**src/rtl/tmds_pkg.sv**
```systemverilog
// Shared TMDS definitions used by the HDMI transmit encoder and receive decoder.
package tmds_pkg;

  // Running-disparity counter width; |cnt| never exceeds 10.
  localparam int TMDS_CNT_W = 5;

  // Control-period characters, indexed by {C1,C0}.
  localparam logic [9:0] CTRL_TOK_00 = 10'b1101010100;
  localparam logic [9:0] CTRL_TOK_01 = 10'b0010101011;
  localparam logic [9:0] CTRL_TOK_10 = 10'b0101010100;
  localparam logic [9:0] CTRL_TOK_11 = 10'b1010101011;

  // Number of set bits in an 8-bit word (0..8).
  function automatic logic [3:0] popcount8(input logic [7:0] v);
    logic [3:0] n;
    n = '0;
    for (int i = 0; i < 8; i++) begin
      n = n + {3'b000, v[i]};
    end
    return n;
  endfunction

endpackage

```
**src/rtl/tmds_encoder.sv**
```systemverilog
// One-channel TMDS 8b/10b encoder: transition minimisation, then DC balance
// against a running disparity. Four register ranks give inputs-to-output
// latency of 3 cycles after the sampling edge, one character per clock.
module tmds_encoder
  import tmds_pkg::*;
(
  input  logic       i_pixclk,
  input  logic       i_rst,
  input  logic [7:0] i_data,
  input  logic [1:0] i_ctrl,
  input  logic       i_de,
  output logic [9:0] o_tmds,
  output logic       o_de
);

  // Transition-minimised word: bit 8 set means the XOR chain was used.
  function automatic logic [8:0] build_qm(input logic [7:0] d, input logic [3:0] n1);
    logic       use_xnor;
    logic [8:0] qm;
    use_xnor = (n1 > 4'd4) || ((n1 == 4'd4) && !d[0]);
    qm       = '0;
    qm[0]    = d[0];
    for (int i = 1; i < 8; i++) begin
      qm[i] = use_xnor ? ~(qm[i-1] ^ d[i]) : (qm[i-1] ^ d[i]);
    end
    qm[8] = ~use_xnor;
    return qm;
  endfunction

  function automatic logic [9:0] ctrl_token(input logic [1:0] c);
    logic [9:0] tok;
    case (c)
      2'b00:   tok = CTRL_TOK_00;
      2'b01:   tok = CTRL_TOK_01;
      2'b10:   tok = CTRL_TOK_10;
      default: tok = CTRL_TOK_11;
    endcase
    return tok;
  endfunction

  logic [7:0]                   data_p0_d, data_p0_q;
  logic [3:0]                   n1_p0_d, n1_p0_q;
  logic [1:0]                   ctrl_p0_d, ctrl_p0_q;
  logic                         de_p0_d, de_p0_q;
  logic [8:0]                   qm_p1_d, qm_p1_q;
  logic [3:0]                   n1_p1_d, n1_p1_q;
  logic [1:0]                   ctrl_p1_d, ctrl_p1_q;
  logic                         de_p1_d, de_p1_q;
  logic [9:0]                   tmds_p2_d, tmds_p2_q;
  logic                         de_p2_d, de_p2_q;
  logic signed [TMDS_CNT_W-1:0] cnt_d, cnt_q;
  logic [9:0]                   tmds_p3_d, tmds_p3_q;
  logic                         de_p3_d, de_p3_q;

  logic signed [5:0] cnt_ext, disp, two_qm8, two_nqm8, cnt_sum;

  // Stage boundary p0: capture inputs and their popcount.
  always_comb begin
    data_p0_d = i_data;
    n1_p0_d   = popcount8(i_data);
    ctrl_p0_d = i_ctrl;
    de_p0_d   = i_de;
  end

  // Stage boundary p1: transition-minimised word and its popcount.
  always_comb begin
    qm_p1_d   = build_qm(data_p0_q, n1_p0_q);
    n1_p1_d   = popcount8(qm_p1_d[7:0]);
    ctrl_p1_d = ctrl_p0_q;
    de_p1_d   = de_p0_q;
  end

  // Stage boundary p2: DC-balance choice and disparity update, or control token.
  always_comb begin
    cnt_ext   = {cnt_q[TMDS_CNT_W-1], cnt_q};
    disp      = $signed({1'b0, n1_p1_q, 1'b0}) - 6'sd8;
    two_qm8   = $signed({4'b0000, qm_p1_q[8], 1'b0});
    two_nqm8  = $signed({4'b0000, ~qm_p1_q[8], 1'b0});
    tmds_p2_d = ctrl_token(ctrl_p1_q);
    cnt_sum   = '0;
    de_p2_d   = de_p1_q;
    if (de_p1_q) begin
      if ((cnt_ext == 6'sd0) || (disp == 6'sd0)) begin
        tmds_p2_d = {~qm_p1_q[8], qm_p1_q[8], qm_p1_q[8] ? qm_p1_q[7:0] : ~qm_p1_q[7:0]};
        cnt_sum   = qm_p1_q[8] ? (cnt_ext + disp) : (cnt_ext - disp);
      end else if (((cnt_ext > 6'sd0) && (disp > 6'sd0)) ||
                   ((cnt_ext < 6'sd0) && (disp < 6'sd0))) begin
        tmds_p2_d = {1'b1, qm_p1_q[8], ~qm_p1_q[7:0]};
        cnt_sum   = cnt_ext + two_qm8 - disp;
      end else begin
        tmds_p2_d = {1'b0, qm_p1_q[8], qm_p1_q[7:0]};
        cnt_sum   = cnt_ext + disp - two_nqm8;
      end
    end
    cnt_d = cnt_sum[TMDS_CNT_W-1:0];
  end

  // Stage boundary p3: output register toward the serializer.
  always_comb begin
    tmds_p3_d = tmds_p2_q;
    de_p3_d   = de_p2_q;
  end

  // Control path and disparity state: reset flushes every in-flight character.
  always_ff @(posedge i_pixclk) begin
    if (i_rst) begin
      ctrl_p0_q <= 2'b00;
      de_p0_q   <= 1'b0;
      ctrl_p1_q <= 2'b00;
      de_p1_q   <= 1'b0;
      tmds_p2_q <= CTRL_TOK_00;
      de_p2_q   <= 1'b0;
      cnt_q     <= '0;
      tmds_p3_q <= CTRL_TOK_00;
      de_p3_q   <= 1'b0;
    end else begin
      ctrl_p0_q <= ctrl_p0_d;
      de_p0_q   <= de_p0_d;
      ctrl_p1_q <= ctrl_p1_d;
      de_p1_q   <= de_p1_d;
      tmds_p2_q <= tmds_p2_d;
      de_p2_q   <= de_p2_d;
      cnt_q     <= cnt_d;
      tmds_p3_q <= tmds_p3_d;
      de_p3_q   <= de_p3_d;
    end
  end

  // Data path: qualified by the de flags, so no reset needed.
  always_ff @(posedge i_pixclk) begin
    data_p0_q <= data_p0_d;
    n1_p0_q   <= n1_p0_d;
    qm_p1_q   <= qm_p1_d;
    n1_p1_q   <= n1_p1_d;
  end

  assign o_tmds = tmds_p3_q;
  assign o_de   = de_p3_q;

endmodule

```
**config.mk**
```make
export PLATFORM = sky130hd
export DESIGN_NAME = tmds_encoder
export DESIGN_NICKNAME = d
export VERILOG_FILES = /design/src/rtl/tmds_pkg.sv /design/src/rtl/tmds_encoder.sv
export SDC_FILE = /design/constraint.sdc
export NUM_CORES = 1
export LEC_CHECK = 0
export ABC_AREA = 1
export CAP_MARGIN = 15
export CORE_MARGIN = 10
export CORE_UTILIZATION = 57
export DETAILED_ROUTE_END_ITERATION = 8
export DONT_BUFFER_PORTS = 1
export HOLD_SLACK_MARGIN = 0.08
export PLACE_DENSITY = 0.84
export REMOVE_ABC_BUFFERS = 1
export SLEW_MARGIN = 20
export SYNTH_ARGS = -nofsm -noshare
export SYNTH_HDL_FRONTEND = slang
export SYNTH_SLANG_ARGS = --single-unit
```
**constraint.sdc**
```tcl
create_clock -name i_pixclk -period 3.6 [get_ports i_pixclk]
set_clock_uncertainty 0.2 [all_clocks]
set_input_delay 0.36 -clock i_pixclk [delete_from_list [all_inputs] [get_ports i_pixclk]]
set_output_delay 0.36 -clock i_pixclk [all_outputs]
set_load 0.01 [all_outputs]
```
# Yosys cells after proc, flatten, opt, wreduce, memory -nomap -nowiden
# Cells that the tools add are included.
[word_totals]
ff_bits = 58
inputBits = 13
word_cells = 85
[op_classes]
addsub = 20
order_cmp = 5
eq_ne = 3
n_mux = 15
bitwise = 18
n_reduce_logical = 11
[ops]
columns = ["op", "count"]
rows = [
  ["$add A4 B1 Y4", 8],
  ["$mux W10", 3],
  ["$pmux W10 S3", 1],
  ["$mux W5", 3],
  ["$logic_not A6 Y1", 2],
  ["$not A1 Y1", 10],
  ["$sub A5 B5 Y5", 2],
  ["$add A3 B1 Y4", 2],
  ["$mux W8", 1],
  ["$not A8 Y8", 1],
  ["$mux W1", 7],
  ["$xor A1 B1 Y1", 7],
  ["$add A2 B1 Y3", 2],
  ["$gt A6 B1 Y1 const B", 1],
  ["$lt A6 B1 Y1 const B", 1],
  ["$sub A5 B4 Y6 const B", 1],
  ["$add A5 B3 Y5", 1],
  ["$add A5 B5 Y5", 1],
  ["$gt A5 B1 Y1 const B", 1],
  ["$lt A5 B1 Y1 const B", 1],
  ["$sub A5 B3 Y5", 1],
  ["$add A1 B1 Y2", 2],
  ["$eq A4 B3 Y1 const B", 1],
  ["$gt A4 B3 Y1 const B", 1],
  ["7 further kinds", 11],
]

# Longest topological paths before layout
[depth]
word_depth = 23
mapped_depth = 20

# Worst setup path before layout
# Ideal clock, no wire load.
[synth_timing]
path_type = "register to register"
start = "register data_p0_q[0]"
end = "register n1_p1_q[2]"
arrival_ps = 3201
setup_slack_ps = 81
stages_incl_launch_ff = 15
path_buffers = 0
path_cell_list = "dfxtp_1 -> inv_1 -> o31ai_1 -> nand2_1 -> xor2_1 -> fa_1 -> nand3b_1 -> nand2_1 -> inv_1 -> ha_1 -> fa_1 -> ha_1 -> inv_1 -> fa_1 -> xnor2_1"
[synth_via]
elab_chain_len = 23
word_cells_on_any_way = 31
cone_classes = "add/sub (7); mux (7); bitwise (14); reduce/logical (3)"
[synth_rtl]
columns = ["element", "line", "rtl"]
rows = [
  ["from (decl)", "tmds_encoder.sv:41", "logic [7:0] data_p0_d, data_p0_q;"],
  ["from (signal assigned)", "tmds_encoder.sv:131", "data_p0_q <= data_p0_d;"],
  ["$logic_not A1 Y1", "tmds_encoder.sv:20", "use_xnor = (n1 > 4'd4) || ((n1 == 4'd4) && !d[0]);"],
  ["$logic_and A1 B1 Y1", "tmds_encoder.sv:20", ""],
  ["$logic_or A1 B1 Y1", "tmds_encoder.sv:20", ""],
  ["$mux W1 (*)", "tmds_encoder.sv:24", "qm[i] = use_xnor ? ~(qm[i-1] ^ d[i]) : (qm[i-1] ^ d[i]);"],
  ["named net qm_p1_d[1]", "tmds_encoder.sv:45", "logic [8:0] qm_p1_d, qm_p1_q;"],
  ["parallel branches: the longest is 18 deep, another holds $add A3 B1 Y4", "n/a", ""],
  ["$add A4 B1 Y4 (*)", "tmds_pkg.sv:18", "n = n + {3'b000, v[i]};"],
  ["named net n1_p1_d[2]", "tmds_encoder.sv:46", "logic [3:0] n1_p1_d, n1_p1_q;"],
  ["to (signal assigned)", "tmds_encoder.sv:134", "n1_p1_q <= n1_p1_d;"],
  ["to (decl)", "tmds_encoder.sv:46", ""],
]
# Mark *: on every way through the listed nets, which the timed path passes.
# A chain may end at the register's enable or synchronous reset.

# Final worst setup path
[layout_timing]
start = "register data_p0_q[0]"
end = "register n1_p1_q[1]"
[layout_via]
elab_chain_len = 23
word_cells_on_any_way = 31
cone_classes = "add/sub (7); mux (7); bitwise (14); reduce/logical (3)"
[layout_rtl]
columns = ["element", "line"]
rows = [
  ["$logic_not A1 Y1", "tmds_encoder.sv:20"],
  ["$logic_and A1 B1 Y1", "tmds_encoder.sv:20"],
  ["$logic_or A1 B1 Y1", "tmds_encoder.sv:20"],
  ["$mux W1", "tmds_encoder.sv:24"],
  ["$xor A1 B1 Y1", "tmds_encoder.sv:24"],
  ["$not A1 Y1", "tmds_encoder.sv:24"],
  ["$mux W1", "tmds_encoder.sv:24"],
  ["$xor A1 B1 Y1", "tmds_encoder.sv:24"],
  ["$not A1 Y1", "tmds_encoder.sv:24"],
  ["$mux W1 (*)", "tmds_encoder.sv:24"],
  ["named net qm_p1_d[3]", "tmds_encoder.sv:45"],
  ["parallel branches: the longest is 12 deep, another holds $add A3 B1 Y4", "n/a"],
  ["$add A4 B1 Y4 (*)", "tmds_pkg.sv:18"],
  ["named net n1_p1_d[1]", "tmds_encoder.sv:46"],
]
# Marks and branches as above.

==> flow_summary.json <==
{
  "r2r-start": "data_p0_q[0]",
  "num_vias": 2024,
  "hpwlAfterDp_um": 3790,
  "gr-usage-met1_pct": 11.8,
  "cts_buffer_depth": 2,
  "io_pins": 24,
  "grt_pass1_wl_um": 8610,
  "synthesis.instances": 327,
  "vias_per_cell": 4.81,
  "max_stage_delay_ns": 0.52,
  "cts_made_buffers": 9,
  "antenna_found_initial": 0,
  "avgSynthCellArea_um2": 8.64,
  "cts_tree": "done",
  "path_max_fanout": 3,
  "routed_wl_um": 5270,
  "pwr_density_cell_nw_per_um2": 877,
  "core_area_um2": 4750,
  "synth.distinct_cells": 30,
  "start_util_pct": 59.4,
  "grt-busiest-layer": "met2",
  "hold-worst-slack_ns": 0.200,
  "port_buffers": 0,
  "stdcell_area_um2": 3340,
  "p_sw_mw": 1.09,
  "comb_power_share_pct": 45.6,
  "final_layout_size_suffix_gt1_share_pct": 18.1,
  "cts_root_buf": "clkbuf_8",
  "status": "complete, but fails checks",
  "cp_slowest_cell": "fa_2",
  "worstMarginPinSlew_ns": 0.775,
  "path_cells": "inv_2, o31ai_2, nand2_2, xor2_1, inv_1, fa_1, nand3b_1, nand2_1, inv_2, ha_4, fa_1, ha_2, inv_2, fa_2, inv_2",
  "dieHeight_um": 90.4,
  "cp_data_arrival_time_ns": 3.65,
  "drc": 0,
  "hold_path.class": "flop to flop",
  "avgRoutedWirePerCell_um": 12.5,
  "hold_depth": 2,
  "layout_setup_ws_ns": -0.0235,
  "finalCriticalPeriod_ns": 3.62,
  "setup_viol": 1,
  "ff2ff_setup_slack_ns": -0.02,
  "critPathMostFrequentCell": "inv_2",
  "clkPwrFrac_pct": 26.2,
  "maxCapViolations": 0,
  "hold_violations": 0,
  "peakVddDrop_mv": 0.563,
  "clk_latency_ns": 0.33,
  "cp.required_ns": 3.63,
  "antennaDiodeCount": 0,
  "areaGrowthSynthToFinish_pct": 18.2,
  "start_kind": "flop",
  "cts.sink_count": 57,
  "gp_congestion": 0.892,
  "global_route.usage.met3_pct": 5.99,
  "p_leak_nw": 1.61,
  "h-tree-depth": 3,
  "syn-cell-area_um2": 2830,
  "rsz0062_at_grt": "true",
  "ant_nets": 0,
  "grt_pass1_vias": 2065,
  "firstDrtPassIters": 4,
  "swShare_pct": 37.2,
  "ys_seq_area_share_pct": 40.4,
  "track_usage_pct": 13.0,
  "grtUsageMet2_pct": 24.0,
  "power_mw": 2.93,
  "period_share_pct": 101,
  "placed_cell_area_um2": 2880,
  "max_freq_mhz": 276,
  "seq_power_share_pct": 28.2,
  "finalNetCount": 397,
  "hold_path_end": "o_tmds[5]",
  "grt_max_degree": 26,
  "rows": 25,
  "r2r_end": "n1_p1_q[1]",
  "grt_remaining_overflow": 0,
  "end_kind": "flop",
  "holdCritStartpoint": "tmds_p2_q[5]",
  "slew_headroom_pct": 48.2,
  "final_max_slew_viol_count": 0,
  "die-area_um2": 8170,
  "die_w_um": 90.4,
  "yosysWarnings": 0,
  "internal_power_mw": 1.84,
  "cts.clk_slew.worst_paths_ns": 0.06,
  "ys_ff_latch": 57,
  "drt-initial-drc-count": 99,
  "ff2ff_path_depth": 15,
  "crit_type": "flop to flop",
  "violations": "negative setup slack"
}
[cells by family (layout without fill, tap and decap cells)]
kind of cell | count (synthesis) | after routing | synth area share (%)
xor gates and xnor gates | 15 | 15 | 4.92
buffers and inverters | 75 | 102 | 10.8
adders and majority gates | 35 | 35 | 18.7
and+or+nand+nor | 118 | 118 | 20.0
AOI/OAI and AO/OA | 27 | 27 | 5.23
DFF | 57 | 57 | 40.4
[sequential cells by signal (all words and copies together) (netlist names), 2 cells and up]
| signal | flops |
|---|---|
| ctrl_p1_q | 2 |
| qm_p1_q | 9 |
| n1_p1_q | 4 |
| n1_p0_q | 4 |
| cnt_q | 4 |
| ctrl_p0_q | 2 |
| tmds_p2_q | 10 |
| data_p0_q | 8 |
| o_tmds | 10 |
[routing by layer]
layer  routed length (µm)  up-vias  share of wire, %
met3                  288        4               5.5
met5                    0        -                 0
met1                 1990      956                38
li1                     -     1030                 -
met2                 2960       34                56
met4                   29        0              0.55
[power by group through the flow]
| stage | registers (mW) | logic, mW | clock network [mW] |
|---|---|---|---|
| 6_report | 0.827 | 1.34 | 0.767 |
| 5_1_grt | 0.838 | 1.52 | 0.812 |
| 4_1_cts | 0.822 | 1.21 | 0.778 |
| 3_5_place_dp | 0.835 | 1.16 | 0 |
| 3_3_place_gp | 0.829 | 1.10 | 0 |
| 2_1_floorplan | 0.814 | 0.928 | 0 |
[critical path, delay by kind of cell (launching register included)]
| family | cells | cell delay, ns |
|---|---|---|
| AO/OA/AOI/OAI | 1 | 0.21 |
| XOR/XNOR | 1 | 0.17 |
| buffers and inverters | 5 | 0.26 |
| adder cells (fa/ha/maj) | 5 | 1.94 |
| AND/OR/NAND/NOR | 3 | 0.41 |
| flip-flops | 1 | 0.34 |
[per-stage QoR]
step	instances	setup slack, ns	util (%)	TNS [ns]
finish	421	-0.0235	70.2	-0.0235
global route	421	-0.189	70.2	-0.298
CTS	418	0.0159	68.5	0
detailed placement	390	0.000379	60.6	0
global placement	390	0.101	60.6	0
floorplan	321	0.0806	-	0
[layout make-up]
cell class / count / area (µm²)
clock buffer: 10 / 128
clock inverter: 6 / 130
fill: 363 / 1420
inverter: 69 / 262
multi-input combinational: 195 / 1440
sequential: 57 / 1140
tap: 67 / 83.8
timing repair buffer: 17 / 158
[repair_timing]
item                       CTS  global route
gates cloned                 0             0
gates resized for setup      1            17
hold endpoints to repair    39             0
setup endpoints to repair    2             2
pin swaps                    0            10
setup buffers                0             3
hold buffers                12             0
[synth_stat cells (all sizes together)]
library cell   n  area (µm²)
o211ai         1        7.51
fa            12         240
xor2           7        68.8
buf            4        37.5
nand3         19         108
a211o          1        8.76
clkbuf         2        7.51
a21oi         11        55.1
nand3b         3        22.5
o31ai          2        15.0
ha            23         288
xnor2          8        70.1
nor2          20        77.6
inv           69         259
nand2         67         299
nor3           2        15.0
a31oi          1        6.26
dfxtp         57        1140
o21ai         11        55.1
or2            7        43.8
[worst max path at each step]
stage	from	endpoint	slack (ns)
3_3_place_gp	data_p0_q[0]	n1_p1_q[2]	0.10
5_1_grt	data_p0_q[1]	n1_p1_q[1]	-0.19
4_1_cts	data_p0_q[0]	n1_p1_q[2]	0.02
6_report	data_p0_q[0]	n1_p1_q[1]	-0.02
2_1_floorplan	data_p0_q[0]	n1_p1_q[2]	0.08
3_5_place_dp	data_p0_q[0]	n1_p1_q[2]	0.0004
[cell usage in the layout (no fill, tap or decap), drive strengths merged, types with 2 or more instances in the layout]
| master | instances |
|---|---|
| bufinv | 4 |
| inv | 69 |
| nor2 | 20 |
| clkbuf | 10 |
| nand3b | 3 |
| dfxtp | 57 |
| a21oi | 11 |
| fa | 12 |
| nor3 | 2 |
| xnor2 | 8 |
| clkinv | 2 |
| or2 | 7 |
| buf | 5 |
| nand2 | 67 |
| nand3 | 19 |
| dlygate4sd3 | 12 |
| o31ai | 2 |
| xor2 | 7 |
| ha | 23 |
| o21ai | 11 |
(Power assumes the default switching activity.)
